[src/rtl/seg7_pkg.sv]
// Shared 7-segment tables and slot status for the display driver and the
// loopback decoder, so both ends agree on one pattern set.
package seg7_pkg;

  typedef enum logic [1:0] {
    ST_VALID,
    ST_BLANK,
    ST_ERR
  } slot_st_t;

  localparam logic [6:0] SEG_BLANK = 7'h00;

  // Bit order {G,F,E,D,C,B,A}, index is the hex value shown.
  localparam logic [6:0] SEG_TAB [16] = '{
    7'h3F, 7'h06, 7'h5B, 7'h4F,
    7'h66, 7'h6D, 7'h7D, 7'h07,
    7'h7F, 7'h6F, 7'h77, 7'h7C,
    7'h39, 7'h5E, 7'h79, 7'h71
  };

  function automatic logic [6:0] seg_of(
    input logic [3:0] v
  );
    return SEG_TAB[v];
  endfunction

endpackage

[src/rtl/seg7_pattern_decode.sv]
// Combinational 7-segment pattern to hex value plus slot status.
// Unknown non-blank patterns report value 0 with ST_ERR.
import seg7_pkg::*;

module seg7_pattern_decode (
  input  logic [6:0] pattern,
  output logic [3:0] value,
  output slot_st_t   status
);

  always_comb begin
    value  = '0;
    status = (pattern == SEG_BLANK) ? ST_BLANK : ST_ERR;
    for (int i = 0; i < 16; i++) begin
      if (pattern == SEG_TAB[i]) begin
        value  = 4'(i);
        status = ST_VALID;
      end
    end
  end

endmodule

[src/rtl/seg7_scan_decoder.sv]
// Receive side of a multiplexed 7-segment display: stability filter,
// per-slot capture registers and frame-complete pulse.
import seg7_pkg::*;

module seg7_scan_decoder #(
  parameter int NDIG       = 4,
  parameter int STABLE_CYC = 4
) (
  input  logic              CLK,
  input  logic              RESET_L,
  input  logic              EN,
  input  logic [NDIG-1:0]   AN,
  input  logic              SEGA,
  input  logic              SEGB,
  input  logic              SEGC,
  input  logic              SEGD,
  input  logic              SEGE,
  input  logic              SEGF,
  input  logic              SEGG,
  output logic [4*NDIG-1:0] DIGITS,
  output logic [NDIG-1:0]   DVALID,
  output logic [NDIG-1:0]   BLANK,
  output logic [NDIG-1:0]   ERR,
  output logic              FRAME
);

  localparam int IW = (NDIG > 1) ? $clog2(NDIG) : 1;

  logic [6:0]      seg;
  logic [NDIG-1:0] s_an;
  logic [6:0]      s_seg;
  logic            s_en;
  logic [3:0]      cnt;
  logic [NDIG-1:0] mask;
  logic [NDIG-1:0] mask_nxt;
  logic            changed;
  logic            onehot;
  logic            run;
  logic            cap;
  logic            full;
  logic [IW-1:0]   idx;
  logic [3:0]      value;
  slot_st_t        status;

  assign seg = {SEGG, SEGF, SEGE, SEGD,
                SEGC, SEGB, SEGA};

  // EN is sampled too, so a re-enable costs the same latency as new data.
  assign changed = (AN != s_an) ||
                   (seg != s_seg);
  assign onehot  = (s_an != '0) &&
                   ((s_an & (s_an - NDIG'(1))) == '0);
  assign run     = EN && s_en && onehot && !changed;
  assign cap     = run &&
                   (cnt == 4'(STABLE_CYC - 1));

  assign mask_nxt = mask | s_an;
  assign full     = &mask_nxt;

  always_comb begin
    idx = '0;
    for (int i = 0; i < NDIG; i++) begin
      if (s_an[i]) idx = idx | IW'(i);
    end
  end

  seg7_pattern_decode u_dec (
    .pattern (s_seg),
    .value   (value),
    .status  (status)
  );

  always_ff @(posedge CLK or negedge RESET_L) begin
    if (!RESET_L) begin
      s_an  <= '0;
      s_seg <= '0;
      s_en  <= 1'b0;
      cnt   <= '0;
    end else begin
      s_an  <= AN;
      s_seg <= seg;
      s_en  <= EN;
      if (!run)
        cnt <= '0;
      else if (cnt != 4'(STABLE_CYC))
        cnt <= cnt + 4'd1;
    end
  end

  always_ff @(posedge CLK or negedge RESET_L) begin
    if (!RESET_L) begin
      DIGITS <= '0;
      DVALID <= '0;
      BLANK  <= '0;
      ERR    <= '0;
      FRAME  <= 1'b0;
      mask   <= '0;
    end else begin
      FRAME <= cap && full;
      if (cap) begin
        DIGITS[4*int'(idx) +: 4] <= value;
        DVALID[idx] <= (status == ST_VALID);
        BLANK[idx]  <= (status == ST_BLANK);
        ERR[idx]    <= (status == ST_ERR);
        mask        <= full ? '0 : mask_nxt;
      end
    end
  end

endmodule

[config.mk]
export PLATFORM = sky130hd
export DESIGN_NAME = seg7_scan_decoder
export DESIGN_NICKNAME = d
export VERILOG_FILES = /design/src/rtl/seg7_pkg.sv /design/src/rtl/seg7_pattern_decode.sv /design/src/rtl/seg7_scan_decoder.sv
export SDC_FILE = /design/constraint.sdc
export NUM_CORES = 1
export LEC_CHECK = 0
export CAP_MARGIN = 20
export CORE_ASPECT_RATIO = 0.75
export CORE_MARGIN = 1
export CORE_UTILIZATION = 48
export DETAILED_ROUTE_END_ITERATION = 10
export GPL_ROUTABILITY_DRIVEN = 0
export PLACE_DENSITY = 0.75
export SETUP_SLACK_MARGIN = 0.15
export SYNTH_ARGS = -nofsm -noshare
export SYNTH_HDL_FRONTEND = slang
export SYNTH_SLANG_ARGS = --single-unit
export TNS_END_PERCENT = 30
[constraint.sdc]
create_clock -name CLK -period 2.2 [get_ports CLK]
set_input_delay 0.22 -clock CLK [delete_from_list [all_inputs] [get_ports CLK]]
set_output_delay 0.22 -clock CLK [all_outputs]
set_load 0.05 [all_outputs]
# ---- After elaboration in Yosys (flattened, before gate mapping)
# Index checks and enable logic that the tools add are counted.
dict set report classes {
  add_sub_neg 3
  order_cmp 2
  eq_ne 23
  shift 2
  mux 44
  n_bitwise 2
  n_reduce_logical 14
}
# op count
set op_table {}
lappend op_table {{$eq 7x7->1 const B} 12}
lappend op_table {{$mux 4} 11}
lappend op_table {{$mux 2} 21}
lappend op_table {{$neg 4->33} 1}
lappend op_table {{$shift 4x33->16 const A} 1}
lappend op_table {{$shiftx 4x33->16} 1}
lappend op_table {{$bwmux 16} 1}
lappend op_table {{$eq 7x3->1 const B} 2}
lappend op_table {{$eq 7x6->1 const B} 2}
lappend op_table {{$bwmux 4} 3}
lappend op_table {{$mux 3} 4}
lappend op_table {{$logic_and 1x1->1} 7}
lappend op_table {{$logic_not 7->1} 1}
lappend op_table {{$ne 7x7->1} 1}
lappend op_table {{$add 4x1->4 const B} 1}
lappend op_table {{$and 4x4->4} 1}
lappend op_table {{$eq 4x2->1 const B} 1}
lappend op_table {{$logic_not 4->1} 1}
lappend op_table {{$ne 4x3->1 const B} 1}
lappend op_table {{$ne 4x4->1} 1}
lappend op_table {{$or 4x4->4} 1}
lappend op_table {{$reduce_and 4->1} 1}
lappend op_table {{$reduce_bool 4->1} 1}
lappend op_table {{$sub 4x1->4 const B} 1}
lappend op_table {{other kinds (10)} 12}
dict set report totals {
  regBits 49
  out_inout_bits 29
}

# ---- Logic depth before layout (Yosys ltp)
dict set report depth {
  ltp_word 20
  depth_mapped 8
}

# ---- By module
# From an unflattened synthesis, not the netlist that was laid out.
dict set report unflattened {
  cells_unflattened 249
  area_unflattened_um2 2676.3
}
# module instances cells_per_inst area_per_inst_um2
set modules_own_cells {}
lappend modules_own_cells {seg7_scan_decoder 1 193 2280.9}
lappend modules_own_cells {seg7_pattern_decode 1 56 395.4}

# ---- Least setup slack after synthesis
# OpenSTA, ideal clock, no wires.
dict set report synth_timing {
  kind {reg-to-reg}
  from {register s_seg[0]}
  to {register BLANK[1]}
  setup_time_ns 0.128
  arrival_time_ns 2.046
  t_required_ns 2.072
  path_slack_ns 0.026
  path_stages_with_launch 6
  n_path_buf 0
  synth_period_minus_slack_ns 2.174
  cell_sequence {dfrtp_1 > nor2b_1 > or4_4 > nor4_4 > nand4_2 > mux2_1}
}
dict set report synth_between {
  elab_chain_len 20
  word_cells_on_any_way 41
}
# item line_no
set synth_rtl {}
lappend synth_rtl {{start, declared} seg7_scan_decoder.sv:31} ;# logic [6:0] s_seg;
lappend synth_rtl {{start signal, assigned} seg7_scan_decoder.sv:81} ;# s_seg <= seg;
lappend synth_rtl {{$logic_not 7->1} seg7_pattern_decode.sv:13} ;# status = (pattern == SEG_BLANK) ? ST_BLANK : ST_ERR;
lappend synth_rtl {{$mux 2} seg7_pattern_decode.sv:13}
lappend synth_rtl {{$mux 2 (16 in a row)} seg7_pattern_decode.sv:15} ;# if (pattern == SEG_TAB[i]) begin
lappend synth_rtl {{$eq 2x1->1} seg7_scan_decoder.sv:103} ;# BLANK[idx] <= (status == ST_BLANK);
lappend synth_rtl {{$bwmux 4} seg7_scan_decoder.sv:103}
lappend synth_rtl {{end signal, assigned by index} seg7_scan_decoder.sv:103}
lappend synth_rtl {{end, declared} seg7_scan_decoder.sv:22} ;# output logic [NDIG-1:0] BLANK,
# Parallel ways exist; a longest one is shown, timed or not.
# A chain may end at the register's enable or synchronous reset.

# ---- Worst setup path in the final report
dict set report layout_timing {
  from {register s_an[1]}
  to {register DIGITS[12]}
}
dict set report layout_between {
  elab_chain_len 7
  word_cells_on_any_way 18
}
# item line_no
set layout_rtl {}
lappend layout_rtl {{start, declared} seg7_scan_decoder.sv:30} ;# logic [NDIG-1:0] s_an;
lappend layout_rtl {{start signal, assigned} seg7_scan_decoder.sv:75} ;# s_an <= '0;
lappend layout_rtl {{start signal, assigned} seg7_scan_decoder.sv:80} ;# s_an <= AN;
lappend layout_rtl {{parallel branches: the longest is 7 deep, another holds $neg 4->33} n/a}
lappend layout_rtl {{end signal, assigned by index} seg7_scan_decoder.sv:101} ;# DIGITS[4*int'(idx) +: 4] <= value;
lappend layout_rtl {{end, declared} seg7_scan_decoder.sv:20} ;# output logic [4*NDIG-1:0] DIGITS,
# Several ways; the timed one is not identified.

==> impl_metrics.csv <==
group,metric,value,unit
worst_setup_path,critical_path.endpoint,"DIGITS[12]",
floorplan,coreArea,5350,um2
finish,mostFrequentLayoutCell,"dfrtp_1",
clock_network,cts-buffers-inserted,5,
worst_setup_path,arrival,2330,ps
logic_synthesis,synth.cell_area,2680,um2
floorplan,row_count,23,
power,switching_share,25.6,%
logic_synthesis,ys.flop_type,"dfrtp_1",
clock_network,clock_latency,310,ps
clock_network,clk_pin_slew_worst_paths,100,ps
clock_network,cts.sinks,49,
power,power_frac_comb,13.0,%
sta,worstMarginPinSlew,601,ps
drt,drcViolationCount,0,
power,ir_worst_vdd,0.336,mV
grt,grt_pass1_vias,2299,
power,p_int,0.00136,W
placement,port_buffers,42,
finish,fillCellCount,416,
worst_setup_path,path_cells,"buf_4 > nor2_2 > inv_1 > ha_1 > or3_1 > nand2b_1 > a21oi_1 > mux2_2",
logic_synthesis,yosysWarnings,0,
sta,rsz0062_at_grt,"yes",
finish,syn_to_final_growth,38.6,%
power,clockPowerShare,36.4,%
worst_setup_path,path_buf_inv,2,
sta,skew,5.98,ps
floorplan,io-pin-count,43,
worst_setup_path,cp_slowest_cell,"dfrtp_1",
drt,dr.pass1.iters,4,
worst_setup_path,crit_path_start,"s_an[1]",
grt,grt_max_degree,26,
drt,routed_via_density,5.63,
drt,drt-initial-drc-count,222,
sta,tns,0,ps
clock_network,cts.path.max_buffers,2,
floorplan,die_w,88.3,um
power,leakage,1.75,nW
worst_setup_path,worstSetupStartpointType,"flop",
job,maxCapViolCount,0,
logic_synthesis,synth_nets,284,
logic_synthesis,synth_edf_count,0,
power,p_per_area,493,nW/um2
logic_synthesis,async_reset_ff_share,100,%
worst_setup_path,required,2460,ps
floorplan,start_util,50.1,%
hold_path,hp-class,"in2reg",
power,p_seq_share,50.6,%
sta,post-route-min-period,2070,ps
drt,vias,2329,
worst_setup_path,rr_endpoint,"DIGITS[12]",
finish,final_util,69.4,%
sta,max-slew-margin-rel,60.0,%
floorplan,dieArea,5890,um2
grt,grt_usage,25.4,%
sta,finalHoldViolCount,0,
logic_synthesis,seq_area_frac_synth,45.8,%
worst_setup_path,r2r_cells,8,
worst_setup_path,critPathTopFamily,"simple AND/OR/NAND/NOR gates",
worst_setup_path,path_max_fanout,4,
sta,period_share,94.2,%
worst_setup_path,end_kind,"flop",
worst_setup_path,slowest_delay,390,ps
placement,hpwlAfterDp,4660,um
finish,multi_input_area,1470,um2
status,outcome,"finished, final reports clean",
logic_synthesis,synth_cell_types,51,
worst_setup_path,cp.depth,8,
finish,final_cell_mix,"dfrtp_1 (47), clkdlybuf4s50_1 (38), buf_4 (34)",
drt,wl_per_cell,16.5,um
logic_synthesis,avgSynthCellArea,10.2,um2
sta,setup_viol_count_final,0,
logic_synthesis,syn_inst,263,
sta,fmax,483,MHz
finish,nets,359,
worst_setup_path,r2r_slack,130,ps
power,switching_power,0.000469,W
grt,antenna_found_initial,0,
drt,wirelength,6830,um
floorplan,die_h,66.7,um
grt,grt_overflow_total,0,
grt,grt_first_pass_wirelength,11200,um
worst_setup_path,worstSetupPathType,"reg2reg",
clock_network,htree_num_levels,2,
worst_setup_path,r2r_start,"s_an[1]",
drt,antenna_left,0,
finish,diodes,0,
finish,drive_above_1_share,26.8,%
clock_network,clockRootBuffer,"clkbuf_8",
logic_synthesis,ys_seq_elements,49,
finish,final-seq-area,1230,um2
sta,slew_violations,0,
clock_network,cts_tree,"yes",
## cell families (layout without fill, tap and decap cells)
logic type	Yosys count	in the layout	share of synthesized area [%]
and+or+nand+nor	97	97	21.1
muxes	21	21	8.78
xor gates and xnor gates	9	9	2.94
AOI/OAI and AO/OA	51	51	13.9
DFF	49	49	45.8
buffers and inverters	29	105	4.25
adders and majority gates	7	7	3.27
## how the worst min path moves through the flow
stage                        from        to  slack [ps]  depth (start not counted)
after floorplan           RESET_L  BLANK[0]         -80                          0
after global placement    RESET_L  s_seg[4]         250                          1
after detailed placement  RESET_L  s_seg[4]         260                          1
after CTS                      EN      s_en         390                          1
after global routing           EN      s_en          50                          1
final                          EN      s_en          60                          1
## metrics by stage
| step | total power [W] | worst slack (ps) | cells | instance area, um2 | hold slack (ps) |
|---|---|---|---|---|---|
| floorplan | 0.00105 | 112 | 263 | 2740 | -75.6 |
| global placement | 0.00115 | -189 | 395 | 3440 | 254 |
| detailed placement | 0.00115 | -218 | 395 | 3440 | 263 |
| CTS | 0.00182 | 144 | 407 | 3600 | 386 |
| global route | 0.00190 | 29.0 | 414 | 3710 | 47.5 |
| finish | 0.00183 | 129 | 414 | 3710 | 56.9 |
## cells in the mapped netlist, types with 2 or more instances
cell       n  area [um2]
a211oi_1   2        15.0
a21o_1     3        22.5
a21oi_1   12        60.1
a31o_2     3        26.3
a41o_1     2        20.0
a41oi_1    8        70.1
and3b_1    2        17.5
and4_1     2        17.5
buf_2      4        20.0
clkbuf_1   9        33.8
dfrtp_1   49        1230
ha_1       7        87.6
inv_1     16        60.1
mux2_1     6        67.6
mux2_2    14         158
nand2_1   13        48.8
nand2b_1   4        25.0
nand3_1   10        50.1
nand3b_1   4        30.0
nand4_1    7        43.8
nand4_2    3        37.5
nor2_1    21        78.8
nor2b_1    6        37.5
nor3_1     7        35.0
nor4_1     5        31.3
o21ai_0    4        20.0
o22ai_1    2        12.5
o31ai_1    5        37.5
or2_2      2        12.5
or3_1      2        12.5
xnor2_1    9        78.8
## what timing repair did
action                     4_1_cts  5_1_grt
setup endpoints to repair       20       31
pin swaps                        1        2
setup buffers                    3        7
hold buffers                     1        0
resized for setup                7       13
hold endpoints to repair        24        0
## cell type report
| type | instances | area share, % |
|---|---|---|
| Multi-Input combinational cell | 185 | 39.5 |
| Sequential cell | 49 | 33.1 |
| Timing Repair Buffer | 81 | 20.2 |
| Tap cell | 75 | 2.53 |
| Clock buffer | 5 | 1.85 |
| Inverter | 16 | 1.62 |
| Clock inverter | 3 | 1.25 |
## metal layers
metal | GRT usage (%) | vias to the layer above | wire [um]
met5 | 0 | - | 0
met4 | 8.67 | 0 | 92
met3 | 4.09 | 9 | 346
met2 | 38.9 | 74 | 2960
met1 | 36.6 | 1130 | 3420
li1 | - | 1116 | -
## power by group through the flow
stage               sequential [W]  clock, W  combinational [W]
floorplan                 0.000939         0           0.000108
global placement          0.000943         0           0.000208
detailed placement        0.000943         0           0.000211
CTS                       0.000926  0.000675           0.000219
global route              0.000928  0.000711           0.000260
finish                    0.000926  0.000666           0.000237
## flip-flops by register name (all words and copies together), names as in the netlist
register and count:
ERR 4, DVALID 4, BLANK 4, s_en 1, DIGITS 16, cnt 4
FRAME 1, s_an 4, s_seg 7, mask 4
No activity file was read; power rests on OpenSTA's default activity.
